===== config.mk =====
export PLATFORM = sky130hd
export DESIGN_NAME = jt49_bus_seq
export DESIGN_NICKNAME = d
export VERILOG_FILES = /design/src/rtl/jt49_bus_seq.sv
export SDC_FILE = /design/constraint.sdc
export NUM_CORES = 1
export LEC_CHECK = 0
export CORE_AREA = 2 2 91 93
export DETAILED_ROUTE_END_ITERATION = 8
export DIE_AREA = 0 0 93 95
export PLACE_DENSITY = 0.83
export SLEW_MARGIN = 20
export SYNTH_ARGS = -nofsm -noshare
export SYNTH_HDL_FRONTEND = slang
export SYNTH_SLANG_ARGS = --single-unit

===== constraint.sdc =====
create_clock -name clk -period 3.1 [get_ports clk]
set_clock_uncertainty 0.15 [all_clocks]
set_input_delay 0.465 -clock clk [delete_from_list [all_inputs] [get_ports clk]]
set_output_delay 0.465 -clock clk [all_outputs]
set_load 0.02 [all_outputs]

===== src/rtl/jt49_bus_seq.sv =====
// Request sequencer for the JT49 BDIR/BC1 bus: queues CPU register reads/writes
// and plays each one out as LATCH, gap, ACCESS, gap on registered bus pins.
module jt49_bus_seq #(
    parameter int FIFO_AW = 2,
    parameter int HOLD    = 1,
    parameter int GAP     = 1,
    parameter int RD_LAT  = 2
) (
    input  logic       clk,
    input  logic       rst,
    input  logic       req_valid,
    output logic       req_ready,
    input  logic       req_we,
    input  logic [3:0] req_addr,
    input  logic [7:0] req_data,
    output logic       rd_valid,
    output logic [7:0] rd_data,
    output logic       busy,
    output logic       bdir,
    output logic       bc1,
    output logic [7:0] bus_dout,
    input  logic [7:0] bus_din
);
    localparam int DEPTH = 1 << FIFO_AW;
    localparam logic [FIFO_AW:0] CNT_FULL = (FIFO_AW + 1)'(DEPTH);
    localparam logic [FIFO_AW:0] CNT_ZERO = {(FIFO_AW + 1){1'b0}};
    // Five bits so a long read access (HOLD + RD_LAT) still fits in one phase.
    localparam logic [4:0] HOLD_LD = 5'(HOLD - 1);
    localparam logic [4:0] GAP_LD  = 5'(GAP - 1);
    localparam logic [4:0] RD_LD   = 5'(HOLD + RD_LAT - 1);
    localparam logic       GAP_EN  = (GAP != 0);

    localparam logic [1:0] CODE_INACT = 2'b00;
    localparam logic [1:0] CODE_READ  = 2'b01;
    localparam logic [1:0] CODE_WRITE = 2'b10;
    localparam logic [1:0] CODE_LATCH = 2'b11;

    typedef enum logic [2:0] {
        ST_IDLE   = 3'd0,
        ST_LATCH  = 3'd1,
        ST_GAP_A  = 3'd2,
        ST_ACCESS = 3'd3,
        ST_GAP_B  = 3'd4
    } state_t;

    logic [12:0]        fifo_mem_r [DEPTH];
    logic [FIFO_AW-1:0] wr_ptr_r;
    logic [FIFO_AW-1:0] rd_ptr_r;
    logic [FIFO_AW:0]   count_r;
    logic               push_s;
    logic               pop_s;
    logic               fifo_empty_s;
    logic [12:0]        head_s;

    state_t     state_r, state_s;
    logic [4:0] cnt_r, cnt_s;
    logic [1:0] code_r, code_s;
    logic [7:0] dout_r, dout_s;
    logic       cur_we_r;
    logic [7:0] cur_data_r;
    logic       rd_valid_r;
    logic [7:0] rd_data_r;
    logic       capture_s;
    logic       go_latch_s, go_gap_a_s, go_access_s, go_gap_b_s, go_idle_s;

    assign fifo_empty_s = (count_r == CNT_ZERO);
    assign req_ready    = (count_r != CNT_FULL);
    assign push_s       = req_valid & req_ready;
    assign head_s       = fifo_mem_r[rd_ptr_r];

    // Request storage; contents need no reset since count gates every read.
    always_ff @(posedge clk) begin
        if (push_s) begin
            fifo_mem_r[wr_ptr_r] <= {req_we, req_addr, req_data};
        end
    end

    // FIFO pointers and occupancy.
    always_ff @(posedge clk) begin
        if (rst) begin
            wr_ptr_r <= {FIFO_AW{1'b0}};
            rd_ptr_r <= {FIFO_AW{1'b0}};
            count_r  <= CNT_ZERO;
        end else begin
            if (push_s) wr_ptr_r <= wr_ptr_r + 1'b1;
            if (pop_s)  rd_ptr_r <= rd_ptr_r + 1'b1;
            case ({push_s, pop_s})
                2'b10:   count_r <= count_r + 1'b1;
                2'b01:   count_r <= count_r - 1'b1;
                default: count_r <= count_r;
            endcase
        end
    end

    // Phase sequencing: decide the transition, then set the next pin values.
    always_comb begin
        state_s     = state_r;
        cnt_s       = cnt_r;
        code_s      = code_r;
        dout_s      = dout_r;
        pop_s       = 1'b0;
        capture_s   = 1'b0;
        go_latch_s  = 1'b0;
        go_gap_a_s  = 1'b0;
        go_access_s = 1'b0;
        go_gap_b_s  = 1'b0;
        go_idle_s   = 1'b0;
        case (state_r)
            ST_IDLE: begin
                if (!fifo_empty_s) go_latch_s = 1'b1;
                else               go_idle_s  = 1'b1;
            end
            ST_LATCH: begin
                if (cnt_r != 5'd0) go_idle_s = 1'b0;
                else if (GAP_EN)   go_gap_a_s = 1'b1;
                else               go_access_s = 1'b1;
            end
            ST_GAP_A: begin
                if (cnt_r != 5'd0) go_idle_s = 1'b0;
                else               go_access_s = 1'b1;
            end
            ST_ACCESS: begin
                if (cnt_r != 5'd0) begin
                    go_idle_s = 1'b0;
                end else begin
                    capture_s = ~cur_we_r;
                    if (GAP_EN)             go_gap_b_s = 1'b1;
                    else if (!fifo_empty_s) go_latch_s = 1'b1;
                    else                    go_idle_s  = 1'b1;
                end
            end
            ST_GAP_B: begin
                if (cnt_r != 5'd0)      go_idle_s  = 1'b0;
                else if (!fifo_empty_s) go_latch_s = 1'b1;
                else                    go_idle_s  = 1'b1;
            end
            default: go_idle_s = 1'b1;
        endcase

        if (go_latch_s) begin
            state_s = ST_LATCH;
            cnt_s   = HOLD_LD;
            code_s  = CODE_LATCH;
            dout_s  = {4'h0, head_s[11:8]};
            pop_s   = 1'b1;
        end else if (go_gap_a_s) begin
            state_s = ST_GAP_A;
            cnt_s   = GAP_LD;
            code_s  = CODE_INACT;
            dout_s  = dout_r;
        end else if (go_access_s) begin
            state_s = ST_ACCESS;
            if (cur_we_r) begin
                cnt_s  = HOLD_LD;
                code_s = CODE_WRITE;
                dout_s = cur_data_r;
            end else begin
                cnt_s  = RD_LD;
                code_s = CODE_READ;
                dout_s = 8'h00;
            end
        end else if (go_gap_b_s) begin
            state_s = ST_GAP_B;
            cnt_s   = GAP_LD;
            code_s  = CODE_INACT;
            dout_s  = 8'h00;
        end else if (go_idle_s) begin
            state_s = ST_IDLE;
            cnt_s   = 5'd0;
            code_s  = CODE_INACT;
            dout_s  = 8'h00;
        end else begin
            cnt_s = cnt_r - 5'd1;
        end
    end

    // FSM, pin and read-return registers.
    always_ff @(posedge clk) begin
        if (rst) begin
            state_r    <= ST_IDLE;
            cnt_r      <= 5'd0;
            code_r     <= CODE_INACT;
            dout_r     <= 8'h00;
            cur_we_r   <= 1'b0;
            cur_data_r <= 8'h00;
            rd_valid_r <= 1'b0;
            rd_data_r  <= 8'h00;
        end else begin
            state_r    <= state_s;
            cnt_r      <= cnt_s;
            code_r     <= code_s;
            dout_r     <= dout_s;
            rd_valid_r <= capture_s;
            if (pop_s) begin
                cur_we_r   <= head_s[12];
                cur_data_r <= head_s[7:0];
            end
            if (capture_s) rd_data_r <= bus_din;
        end
    end

    assign bdir     = code_r[1];
    assign bc1      = code_r[0];
    assign bus_dout = dout_r;
    assign rd_valid = rd_valid_r;
    assign rd_data  = rd_data_r;
    assign busy     = !fifo_empty_s || (state_r != ST_IDLE);

endmodule


# ---- Word-level counts from Yosys, hierarchy flattened
# Memory sizes are Yosys's and may differ from the RTL's. A register that Yosys moved wholly into a read port is not among the register bits.
# Cells that the tools add are included.
dict set report op_classes {
  reduce_logical 18
  eq_ne 8
  addsub 5
  multipliers 0
  div_mod_pow 0
  shifts 0
  n_mux 39
  order_cmp 0
  bitwise_logic 3
}
# op count
set op_table {}
lappend op_table {{$mux W8} 4}
lappend op_table {{$mux W2} 11}
lappend op_table {{$mux W5} 3}
lappend op_table {{$mux W1} 14}
lappend op_table {{$reduce_bool A5 Y1} 2}
lappend op_table {{$mux W4} 2}
lappend op_table {{$reduce_bool A4 Y1} 2}
lappend op_table {{$eq A3 B2 Y1 const B} 2}
lappend op_table {{$logic_not A3 Y1} 2}
lappend op_table {{$mux W3} 2}
lappend op_table {{$pmux W3 S2} 1}
lappend op_table {{$reduce_bool A3 Y1} 2}
lappend op_table {{$reduce_or A3 Y1} 2}
lappend op_table {{$sub A5 B1 Y5 const B} 1}
lappend op_table {{$add A2 B1 Y2 const B} 2}
lappend op_table {{$reduce_and A2 Y1} 2}
lappend op_table {{$reduce_bool A2 Y1} 2}
lappend op_table {{$reduce_or A4 Y1} 1}
lappend op_table {{$add A3 B1 Y3 const B} 1}
lappend op_table {{$eq A3 B1 Y1 const B} 1}
lappend op_table {{$eq A3 B3 Y1 const B} 1}
lappend op_table {{$ne A3 B3 Y1 const B} 1}
lappend op_table {{$pmux W1 S3} 1}
lappend op_table {{$sub A3 B1 Y3 const B} 1}
lappend op_table {{9 further kinds} 10}
dict set report word_totals {
  mem_bits_ro 0
  latch_bits 0
  in_bits 24
  mem_bits_rw 52
  n_memories 1
  ff_bits 43
  word_cells 88
  output_inout_bits 21
}
# name words word_bits rd rd_ports_with_merged_regs wr line_no
set mem_list {}
lappend mem_list {fifo_mem_r 4 13 1 1 1 46} ;# logic [12:0] fifo_mem_r [DEPTH];

# ---- Depth between registers and ports, before layout
# Gate-level depths: netlist of run 1.
dict set report depth {
  ltp_word 9
  depth_mapped 12
  mapped_depth_nobuf 10
}

# ---- Worst setup path before layout of run 1
# OpenSTA, ideal clock, no wires.
dict set report synth_timing {
  path_type {flip-flop to flip-flop}
  startpoint {reg cnt_r[0]}
  endpoint {reg count_r[2]}
  required_ns 2.879
  stages_incl_launch_ff 13
  slack_ns -0.185
  period_less_slack_ns 3.285
  n_path_buf 2
  arrival_time_ns 3.064
  setup_ns 0.071
  cell_sequence {dfxtp_1 -> inv_1 -> ha_1 -> or4b_4 -> buf_6 -> a2111oi_4 -> buf_6 -> ha_1 -> inv_1 -> fa_1 -> xor2_1 -> or3_1 -> a21oi_1}
}
dict set report synth_between {
  elab_chain_len 6
  word_cells_on_any_way 8
  classes_between {eq/ne: 2; mux: 4; reduce/logical: 2}
}
# item line_no
set synth_lines {}
lappend synth_lines {{from (decl)} 56} ;# logic [4:0] cnt_r, cnt_s;
lappend synth_lines {{from (signal assigned)} 190} ;# cnt_r <= cnt_s;
lappend synth_lines {{$reduce_bool A5 Y1 *} {123, 133}}
lappend synth_lines {{$mux W1 *} 133} ;# if (cnt_r != 5'd0) go_idle_s = 1'b0;
lappend synth_lines {{$pmux W1 S2 *} 108} ;# case (state_r)
lappend synth_lines {{named net go_latch_s} 64} ;# logic go_latch_s, go_gap_a_s, go_access_s, go_gap_b_s, go_idle_s;
lappend synth_lines {{$mux W1 *} 140} ;# if (go_latch_s) begin
lappend synth_lines {{$eq A2 B1 Y1 or $eq A2 B2 Y1 (tied branches)} 87} ;# case ({push_s, pop_s})
lappend synth_lines {{$pmux W3 S2 or $reduce_bool A2 Y1 (tied branches)} n/a}
lappend synth_lines {{to (signal assigned)} 88} ;# 2'b10: count_r <= count_r + 1'b1;
lappend synth_lines {{to (signal assigned)} 89} ;# 2'b01: count_r <= count_r - 1'b1;
lappend synth_lines {{to (signal assigned)} 90} ;# default: count_r <= count_r;
lappend synth_lines {{to (decl)} 49} ;# logic [FIFO_AW:0] count_r;
# The timed path passes the listed nets; every way through them passes the cells marked *.
# A chain may end at the register's enable or synchronous reset.

# ---- Worst setup path after layout of run 1
dict set report layout_timing {
  startpoint {reg cnt_r[0]}
  endpoint {reg count_r[2]}
}
dict set report layout_between {
  elab_chain_len 6
  word_cells_on_any_way 8
  classes_between {eq/ne: 2; mux: 4; reduce/logical: 2}
}
# item line_no
set layout_lines {}
lappend layout_lines {{$reduce_bool A5 Y1 *} {123, 133}}
lappend layout_lines {{$mux W1 *} 133}
lappend layout_lines {{$pmux W1 S2 *} 108}
lappend layout_lines {{$mux W1 *} 140}
lappend layout_lines {{$eq A2 B1 Y1 or $eq A2 B2 Y1 (tied branches)} 87}
lappend layout_lines {{$pmux W3 S2 or $reduce_bool A2 Y1 (tied branches)} n/a}
# Every way passes the cells marked *; elsewhere a longest branch is shown, timed or not.

==> results of run 1 <==
[final timing paths]
kind | start | end | slack, ns | depth (start not counted)
min reg2reg | cnt_r[0]$_SDFF_PP0_ | cnt_r[0]$_SDFF_PP0_ | 0.30 | 1
max reg2reg | cnt_r[0]$_SDFF_PP0_ | count_r[2]$_SDFFE_PP0P_ | 0.24 | 10
min | cnt_r[0]$_SDFF_PP0_ | cnt_r[0]$_SDFF_PP0_ | 0.30 | 1
max | cnt_r[0]$_SDFF_PP0_ | count_r[2]$_SDFFE_PP0P_ | 0.24 | 10
[area by class of cell]
cell class	instances	area, um^2
fill	622	3360
sequential	97	2460
multi-input combinational	149	1270
timing repair buffer	48	470
tap	105	131
clock buffer	9	124
clock inverter	7	61.3
inverter	11	41.3
[state kept, by name, summed over array words and instances, names as in the netlist, 2 cells and up, named ones only]
signal and flops:
code_r 2, rd_ptr_r 2, wr_ptr_r 2, state_r 3, fifo_mem_r 52, cnt_r 5, bus_dout 8, rd_data 8
count_r 3, cur_data_r 8
[cell families after synthesis]
group,after synthesis
buffers and inverters,24
AND/OR/NAND/NOR,69
flip-flops,97
AO/OA/AOI/OAI,33
adder cells (fa/ha/maj),8
multiplexers,30
XOR/XNOR,9
[through the flow]
step	area, um^2	setup TNS, ns
final	4560	0
after global routing	4560	0
after CTS	4560	0
after detailed placement	4380	0
after global placement	4380	0
after floorplan	3840	-0.0319
[metal layers]
| metal | track usage | vias up | share of wire |
|---|---|---|---|
| met3 | 0.0407 | 13 | 0.045 |
| met4 | 0.0674 | 0 | 0.019 |
| met2 | 0.279 | 64 | 0.51 |
| li1 | - | 1086 | - |
| met1 | 0.197 | 1104 | 0.42 |
| met5 | 0 | - | 0 |
[critical path: cells and delay by family (launching register included)]
family                     cells  cell delay, ns
xor gates and xnor gates       1            0.15
buffers and inverters          2            0.13
and+or+nand+nor                2            0.82
DFF                            1            0.34
AOI/OAI and AO/OA              2            0.52
adders and majority gates      3            0.68
[power breakdown]
part / switching [mW] / internal [mW] / leakage (nW)
Clock: 0.461 / 0.307 / 0.0936
Combinational: 0.654 / 0.636 / 0.683
Sequential: 0.179 / 1.58 / 0.844
[cells in the final DEF (no fill, tap or decap), types with 5 or more instances in the layout]
cell type and instances:
inv_1 11, mux2i_1 17, clkdlybuf4s50_1 44, nand2_1 11, a21oi_1 11, edfxtp_1 52, nor2_1 32, xor2_1 5
mux4_2 13, clkbuf_8 9, dfxtp_1 45, ha_1 6
==> results.yml, run 1 <==
timing:
  setup_viol: 0
  period_minus_slack_ns: 2.86
  post-route-period-util: 0.923
  drv_slew: 0
  finalHoldViolCount: 0
  maxSlewHeadroom: 0.524
  holdWs_ns: 0.305
  worstMarginPinSlew_ns: 0.714
  max_freq_mhz: 349
  rsz0062_at_grt: "no"
  setup_ws_ns: 0.239
detailed_routing:
  drtPass1Iterations: 6
  vias_per_cell: 5.32
  drc: 0
  vias: 2267
  wl_um: 6710
  first_iter_violations: 114
  wl_per_cell_um: 15.7
  ant_nets: 0
worst_setup_path:
  path_cells: "inv_1, ha_1, or4b_4, a2111oi_4, ha_4, inv_1, fa_2, xor2_1, or3_1, a21oi_1"
  cpMostUsedCell: "inv_1"
  arrival_ns: 3.00
  startpoint_type: "flop"
  critPathMaxFanout: 6
  max_stage_delay_ns: 0.52
  worstPathRequired_ns: 3.24
  crit_slowest_cell: "or4b_4"
  setup.worst_path.class: "reg2reg"
  crit_path_end_kind: "flop"
synthesis:
  syn_area_mm2: 0.00383
  yosys.area_share.simple: 0.0929
  synth_top_area_cell: "edfxtp_1"
  synth_top_family_by_area: "multiplexers"
  synth_top_cell_area_share: 0.408
  yosysMostFrequentCell: "edfxtp_1"
  syn-num-nets: 302
  synth_cells: 270
  synth_fa_ha_area_frac: 0.0281
  synth_mux_area_frac: 0.121
  synth.distinct_cells: 46
  ys_seq_area_frac: 0.644
  ys_ff_latch: 97
  synthArstFlopShare: 0
  synth_compound_area_frac: 0.0661
  synth_warnings: 0
  synth_commonest_cells: "52 x edfxtp_1, 45 x dfxtp_1, 32 x nor2_1, 17 x mux2i_1, 13 x mux4_2"
  ys_top_cells_by_area: "edfxtp_1 41%, dfxtp_1 24%, mux4_2 7.7%"
  avgSynthCellArea_um2: 14.2
  synth_edf_count: 52
  synthXorXnorAreaFrac: 0.0206
  ys.flop_type: "edfxtp_1"
final_layout:
  drive_above_1_share: 0.125
  final_net_count: 348
  antenna_cells: 0
  layout.cells.non_filler: 426
  utilization: 0.576
  synthToLayoutAreaGrowth_pct: 19.3
clocking:
  cts_max_level: 3
  post_cts_buffers: 0
  path_clk_slew_ns: 0.09
  post_cts_resize_count: 0
  cts_hold_buf: 0
  clk_latency_ns: 0.36
  cts.path.max_buffers: 2
  cts_sinks: 97
  cts_buffers: 9
  cts_tree: "yes"
  root_buffer: "clkbuf_8"
worst_hold_path:
  holdCritPathClass: "reg2reg"
flow_run:
  maxCapViolations: 0
grt:
  antenna_found_initial: 0
  grt_pass1_vias: 2263
  grt_pass1_wl_um: 10800
  grt-ovfl-total: 0
  grt_start_max_net_pins: 26
  grtUsageTotal: 0.163
power_and_ir_drop:
  cellLeakagePower_nw: 1.62
  totalPowerFinal_mw: 3.82
  power_density_mw_per_mm2: 837
  ir_drop_uv: 396
placed_design:
  pre_cts_slack_ns: 0.251
  gp_congestion: 0.761
  place_hpwl_um: 4590
  place_inst: 410
  port_buffers: 44
floorplan:
  initial_core_util: 0.483
  fp.dieH_um: 95
  die_w_um: 93
  dieArea_mm2: 0.00884
  io_pins: 45
  fp.coreArea_mm2: 0.00793
  rows: 33
run_status:
  outcome: "completed"
Power figures use the tool's default switching activity.
==> run 2: changes to the inputs <==
--- a/config.mk
+++ b/config.mk
@@ -5,10 +5,13 @@
 export SDC_FILE = /design/constraint.sdc
 export NUM_CORES = 1
 export LEC_CHECK = 0
-export CORE_AREA = 2 2 91 93
+export CELL_PAD_IN_SITES_DETAIL_PLACEMENT = 0
+export CELL_PAD_IN_SITES_GLOBAL_PLACEMENT = 1
+export CORE_AREA = 2 2 100 102
 export DETAILED_ROUTE_END_ITERATION = 8
-export DIE_AREA = 0 0 93 95
+export DIE_AREA = 0 0 102 104
 export PLACE_DENSITY = 0.83
+export RECOVER_POWER = 25
 export SLEW_MARGIN = 20
 export SYNTH_ARGS = -nofsm -noshare
 export SYNTH_HDL_FRONTEND = slang
==> results.yml, run 2 (synthesis results as in run 1) <==
timing:
  worstMarginPinSlew_ns: 0.714
  finalHoldViolCount: 0
  setup_viol: 0
  maxSlewHeadroom: 0.524
  max_freq_mhz: 345
  tns_ns: 0
  rsz0062_at_grt: "no"
  drv_slew: 0
  setup_ws_ns: 0.198
  post-route-period-util: 0.936
  holdWs_ns: 0.307
  period_minus_slack_ns: 2.90
power_and_ir_drop:
  cellLeakagePower_nw: 1.64
  power_density_mw_per_mm2: 840
  ir_drop_uv: 474
worst_setup_path:
  r2r_start: "cnt_r[0]$_SDFF_PP0_"
  crit_path_end_kind: "flop"
  worstPathRequired_ns: 3.24
  startpoint: "cnt_r[0]$_SDFF_PP0_"
  setup.worst_path.class: "reg2reg"
  startpoint_type: "flop"
  arrival_ns: 3.04
  critPathMaxFanout: 6
grt:
  grt-ovfl-total: 0
  grt_pass1_vias: 2230
  grt_start_max_net_pins: 19
  antenna_found_initial: 0
  grt_pass1_wl_um: 10900
  grtUsageTotal: 0.135
clocking:
  cts.path.max_buffers: 2
  path_clk_slew_ns: 0.09
  cts_tree: "yes"
  post_cts_resize_count: 0
  post_cts_buffers: 0
  cts_buffers: 9
  cts_hold_buf: 0
  clk_latency_ns: 0.36
  cts_max_level: 3
  root_buffer: "clkbuf_8"
  cts_sinks: 97
final_layout:
  final_common_cell: "edfxtp_1"
  largest-register: "fifo_mem_r"
  drive_above_1_share: 0.130
  final_cell_mix: "52 x edfxtp_1, 45 x dfxtp_1, 32 x nor2_1"
  utilization: 0.486
  synthToLayoutAreaGrowth_pct: 21.2
  largest_reg_flops: 52
  final_net_count: 350
  antenna_cells: 0
detailed_routing:
  vias_per_cell: 4.85
  drc: 0
  wl_per_cell_um: 14.6
  first_iter_violations: 90
  vias: 2213
  drtPass1Iterations: 4
  ant_nets: 0
  wl_um: 6640
placed_design:
  port_buffers: 44
  pre_cts_slack_ns: 0.221
  place_hpwl_um: 4540
  gp_congestion: 0.730
worst_hold_path:
  holdCritPathClass: "reg2reg"
  holdCritStartpoint: "cnt_r[0]$_SDFF_PP0_"
floorplan:
  dieArea_mm2: 0.0106
  die_w_um: 102
  fp.coreArea_mm2: 0.00955
  io_pins: 45
  rows: 36
  initial_core_util: 0.401
  fp.dieH_um: 104
run_status:
  outcome: "completed"
flow_run:
  maxCapViolations: 0
-- run 2: path summary, 6_finish.rpt --
check,to,slack [ns],depth (start not counted)
worst max-delay path,count_r[2]$_SDFFE_PP0P_,0.20,10
worst min-delay path,cnt_r[0]$_SDFF_PP0_,0.31,1
worst max register to register,count_r[2]$_SDFFE_PP0P_,0.20,10
worst min register to register,cnt_r[0]$_SDFF_PP0_,0.31,1
-- run 2: critical path, cell delays in order, from the launching register on --
cell and delay (ns):
dfxtp_1 0.33, inv_1 0.08, ha_1 0.17, or4b_4 0.52
a2111oi_4 0.41, ha_4 0.20, inv_1 0.05, fa_2 0.33
xor2_1 0.15, or3_1 0.31, a21oi_1 0.13
-- run 2: routing by layer --
layer / vias to the layer above / part of all wire / track usage
met5: - / 0 / 0
met2: 48 / 0.50 / 0.216
met4: 0 / 0.014 / 0.0543
met3: 9 / 0.040 / 0.0269
met1: 1063 / 0.45 / 0.181
li1: 1093 / - / -
-- run 2: power by group --
| part | switching (mW) | total [mW] | leakage, nW | internal [mW] |
|---|---|---|---|---|
| combinational | 0.674 | 1.31 | 0.696 | 0.634 |
| clock | 0.460 | 0.850 | 0.104 | 0.390 |
| sequential | 0.157 | 1.74 | 0.844 | 1.58 |
| total | 1.29 | 3.90 | 1.64 | 2.61 |
-- run 2: layout make-up --
cell class / instances / area (um^2)
clock buffers: 9 / 124
clock inverters: 7 / 86.3
fillers: 865 / 4910
inverters: 11 / 41.3
multi-input cells: 149 / 1270
flip-flops and latches: 97 / 2460
well taps: 133 / 166
repair buffers: 50 / 485
-- run 2: metrics by stage --
step                      cell area (um^2)  total power [mW]  cells
final                                 4640              3.90    456
after global routing                  4640              4.15    456
after CTS                             4640              3.95    456
after detailed placement              4430              3.09    440
after global placement                4430              3.05    440
after floorplan                       3840              2.73    270
==> run 3: changes to the inputs <==
--- a/config.mk
+++ b/config.mk
@@ -5,12 +5,14 @@
 export SDC_FILE = /design/constraint.sdc
 export NUM_CORES = 1
 export LEC_CHECK = 0
+export ABC_AREA = 1
+export CAP_MARGIN = 10
 export CELL_PAD_IN_SITES_DETAIL_PLACEMENT = 0
 export CELL_PAD_IN_SITES_GLOBAL_PLACEMENT = 1
-export CORE_AREA = 2 2 100 102
+export CORE_AREA = 2 2 103 105
 export DETAILED_ROUTE_END_ITERATION = 8
-export DIE_AREA = 0 0 102 104
-export PLACE_DENSITY = 0.83
+export DIE_AREA = 0 0 105 107
+export PLACE_DENSITY = 0.84
 export RECOVER_POWER = 25
 export SLEW_MARGIN = 20
 export SYNTH_ARGS = -nofsm -noshare
==> results.yml, run 3 <==
detailed_routing:
  wl_um: 7350
  vias: 2676
  ant_nets: 0
  wl_per_cell_um: 12.6
  vias_per_cell: 4.59
  drc: 0
  drtPass1Iterations: 4
  first_iter_violations: 94
worst_setup_path:
  path_buf_inv: 4
  crit_slowest_cell: "fa_1"
  timing.rr.end: "count_r[2]$_SDFFE_PP0P_"
  cpMostUsedCell: "inv_1"
  arrival_ns: 2.72
  critPathMaxFanout: 20
  startpoint_type: "flop"
  max_stage_delay_ns: 0.37
  worst_r2r_path_depth: 15
  crit_path_end_kind: "flop"
  reg2reg_slack_ns: 0.48
  cp_top_family: "adder cells"
  setup.worst_path.class: "reg2reg"
  worstPathRequired_ns: 3.20
  r2r_start: "cnt_r[0]$_SDFF_PP0_"
  path_cells: "inv_1, ha_1, inv_1, nor2_2, nand2_2, nand2_2, nand2_4, inv_2, ha_1, inv_1, fa_1, a21oi_1, o21ai_0, o21ai_0, a21oi_1"
clocking:
  post_cts_buffers: 0
  post_cts_resize_count: 0
  cts_sinks: 97
  clk_latency_ns: 0.35
  cts.path.max_buffers: 2
  cts_max_level: 3
  cts_tree: "yes"
  root_buffer: "clkbuf_8"
  cts_hold_buf: 0
  path_clk_slew_ns: 0.09
  cts_buffers: 9
final_layout:
  seq_area_mm2: 0.00246
  synthToLayoutAreaGrowth_pct: 18.9
  layout.cells.non_filler: 583
  largest-register: "fifo_mem_r"
  final_cell_mix: "69 x nor2_1, 52 x edfxtp_1, 51 x nand2_1"
  final_common_cell: "nor2_1"
  multi_input_area_mm2: 0.00119
  drive_above_1_share: 0.0805
  fillCellCount: 1006
  final_net_count: 475
  largest_reg_flops: 52
  antenna_cells: 0
placed_design:
  place_hpwl_um: 5120
  gp_congestion: 0.774
  place_inst: 568
  port_buffers: 44
floorplan:
  initial_core_util: 0.386
  fp.coreArea_mm2: 0.0101
  io_pins: 45
  fp.dieH_um: 107
  dieArea_mm2: 0.0112
  die_w_um: 105
  rows: 37
synthesis:
  ys_seq_area_frac: 0.633
  syn_area_mm2: 0.00389
  syn-num-nets: 428
  synthArstFlopShare: 0
  ys_top_cells_by_area: "edfxtp_1 40%, dfxtp_1 23%, nor2_1 6.7%"
  synth_top_area_cell: "edfxtp_1"
  synth_warnings: 0
  avgSynthCellArea_um2: 9.83
  ys_ff_latch: 97
  yosysMostFrequentCell: "nor2_1"
  synth_top_cell_area_share: 0.401
  ys.flop_type: "edfxtp_1"
  synth_edf_count: 52
  synth_commonest_cells: "69 x nor2_1, 52 x edfxtp_1, 51 x nand2_1, 50 x o21ai_0, 45 x dfxtp_1"
  synth_cells: 396
  synth.distinct_cells: 30
power_and_ir_drop:
  power_density_mw_per_mm2: 809
  p_switching_mw: 1.42
  cellLeakagePower_nw: 1.69
  power.internal_mw: 2.32
  power_frac_clock: 0.185
  ir_drop_uv: 287
  seq_power_share: 0.441
  p_sw_frac: 0.380
  power.share.combinational: 0.374
  totalPowerFinal_mw: 3.74
flow_run:
  maxCapViolations: 0
grt:
  grt_start_max_net_pins: 27
  antenna_found_initial: 0
  grt_pass1_vias: 2537
  grtUsageTotal: 0.140
  grt_pass1_wl_um: 12200
  grt-ovfl-total: 0
timing:
  max_freq_mhz: 382
  rsz0062_at_grt: "no"
  period_minus_slack_ns: 2.62
  finalHoldViolCount: 0
  drv_slew: 0
  tns_ns: 0
  maxSlewHeadroom: 0.549
  post-route-period-util: 0.845
  setup_viol: 0
  worstMarginPinSlew_ns: 0.676
run_status:
  outcome: "completed"
worst_hold_path:
  holdCritStartpoint: "rd_ptr_r[1]$_SDFFE_PP0P_"
  holdCritPathClass: "reg2reg"
  whs_path_depth: 1
-- run 3: cell count changes after synthesis, sizes merged, moves of 5 or more --
cell,before,now
nand2,11,56
nor2,32,74
mux2i,17,0
a21oi,12,32
o21ai,3,51
inv,11,42
o22ai,1,6
mux4,13,0
-- run 3: per-stage QoR --
stage	util	worst slack, ns	cell area, um^2	hold WS, ns
floorplan	-	0.727	3890	0.263
global placement	0.443	0.548	4470	0.271
detailed placement	0.443	0.497	4470	0.280
CTS	0.459	0.473	4630	0.292
global route	0.459	0.207	4630	0.304
finish	0.459	0.481	4630	0.294
-- run 3: area by class of cell --
cell class	count	area share
clock buffer	9	0.0268
clock inverter	6	0.00784
inverter	42	0.0341
timing repair buffer	50	0.105
sequential	97	0.532
tap	136	0.0368
multi-input combinational	243	0.258
-- run 3: per-layer routing --
layer	track usage	share of wire	vias up
met5	0	0	-
met4	0.0600	0.017	0
met3	0.0298	0.046	12
met2	0.233	0.48	53
met1	0.176	0.46	1209
li1	-	-	1402
-- run 3: worst max path at each step --
stage                        startpoint                 endpoint  slack [ns]  depth (start not counted)
floorplan           cnt_r[0]$_SDFF_PP0_  count_r[2]$_SDFFE_PP0P_        0.73                         16
global placement    cnt_r[0]$_SDFF_PP0_  count_r[2]$_SDFFE_PP0P_        0.55                         15
detailed placement  cnt_r[0]$_SDFF_PP0_  count_r[2]$_SDFFE_PP0P_        0.50                         15
CTS                 cnt_r[0]$_SDFF_PP0_  count_r[2]$_SDFFE_PP0P_        0.47                         15
global route        cnt_r[0]$_SDFF_PP0_  count_r[2]$_SDFFE_PP0P_        0.21                         15
finish              cnt_r[0]$_SDFF_PP0_  count_r[2]$_SDFFE_PP0P_        0.48                         15
-- run 3: kinds of logic (layout without fill, tap and decap cells) --
logic type      count (synthesis)  count (layout)  share of synthesized area
simple gates                  139             139                      0.147
flops                          97              97                      0.633
compound gates                 94              94                      0.128
buf+inv                        56             107                     0.0611
fa+ha+maj                       8               8                     0.0276
xor+xnor                        2               2                    0.00450
-- run 3: power groups by stage --
stage,Combinational [mW],Clock [mW],Sequential [mW]
floorplan,1.02,0,1.69
global placement,1.38,0,1.67
detailed placement,1.41,0,1.68
CTS,1.42,0.717,1.65
global route,1.60,0.762,1.67
finish,1.40,0.692,1.65
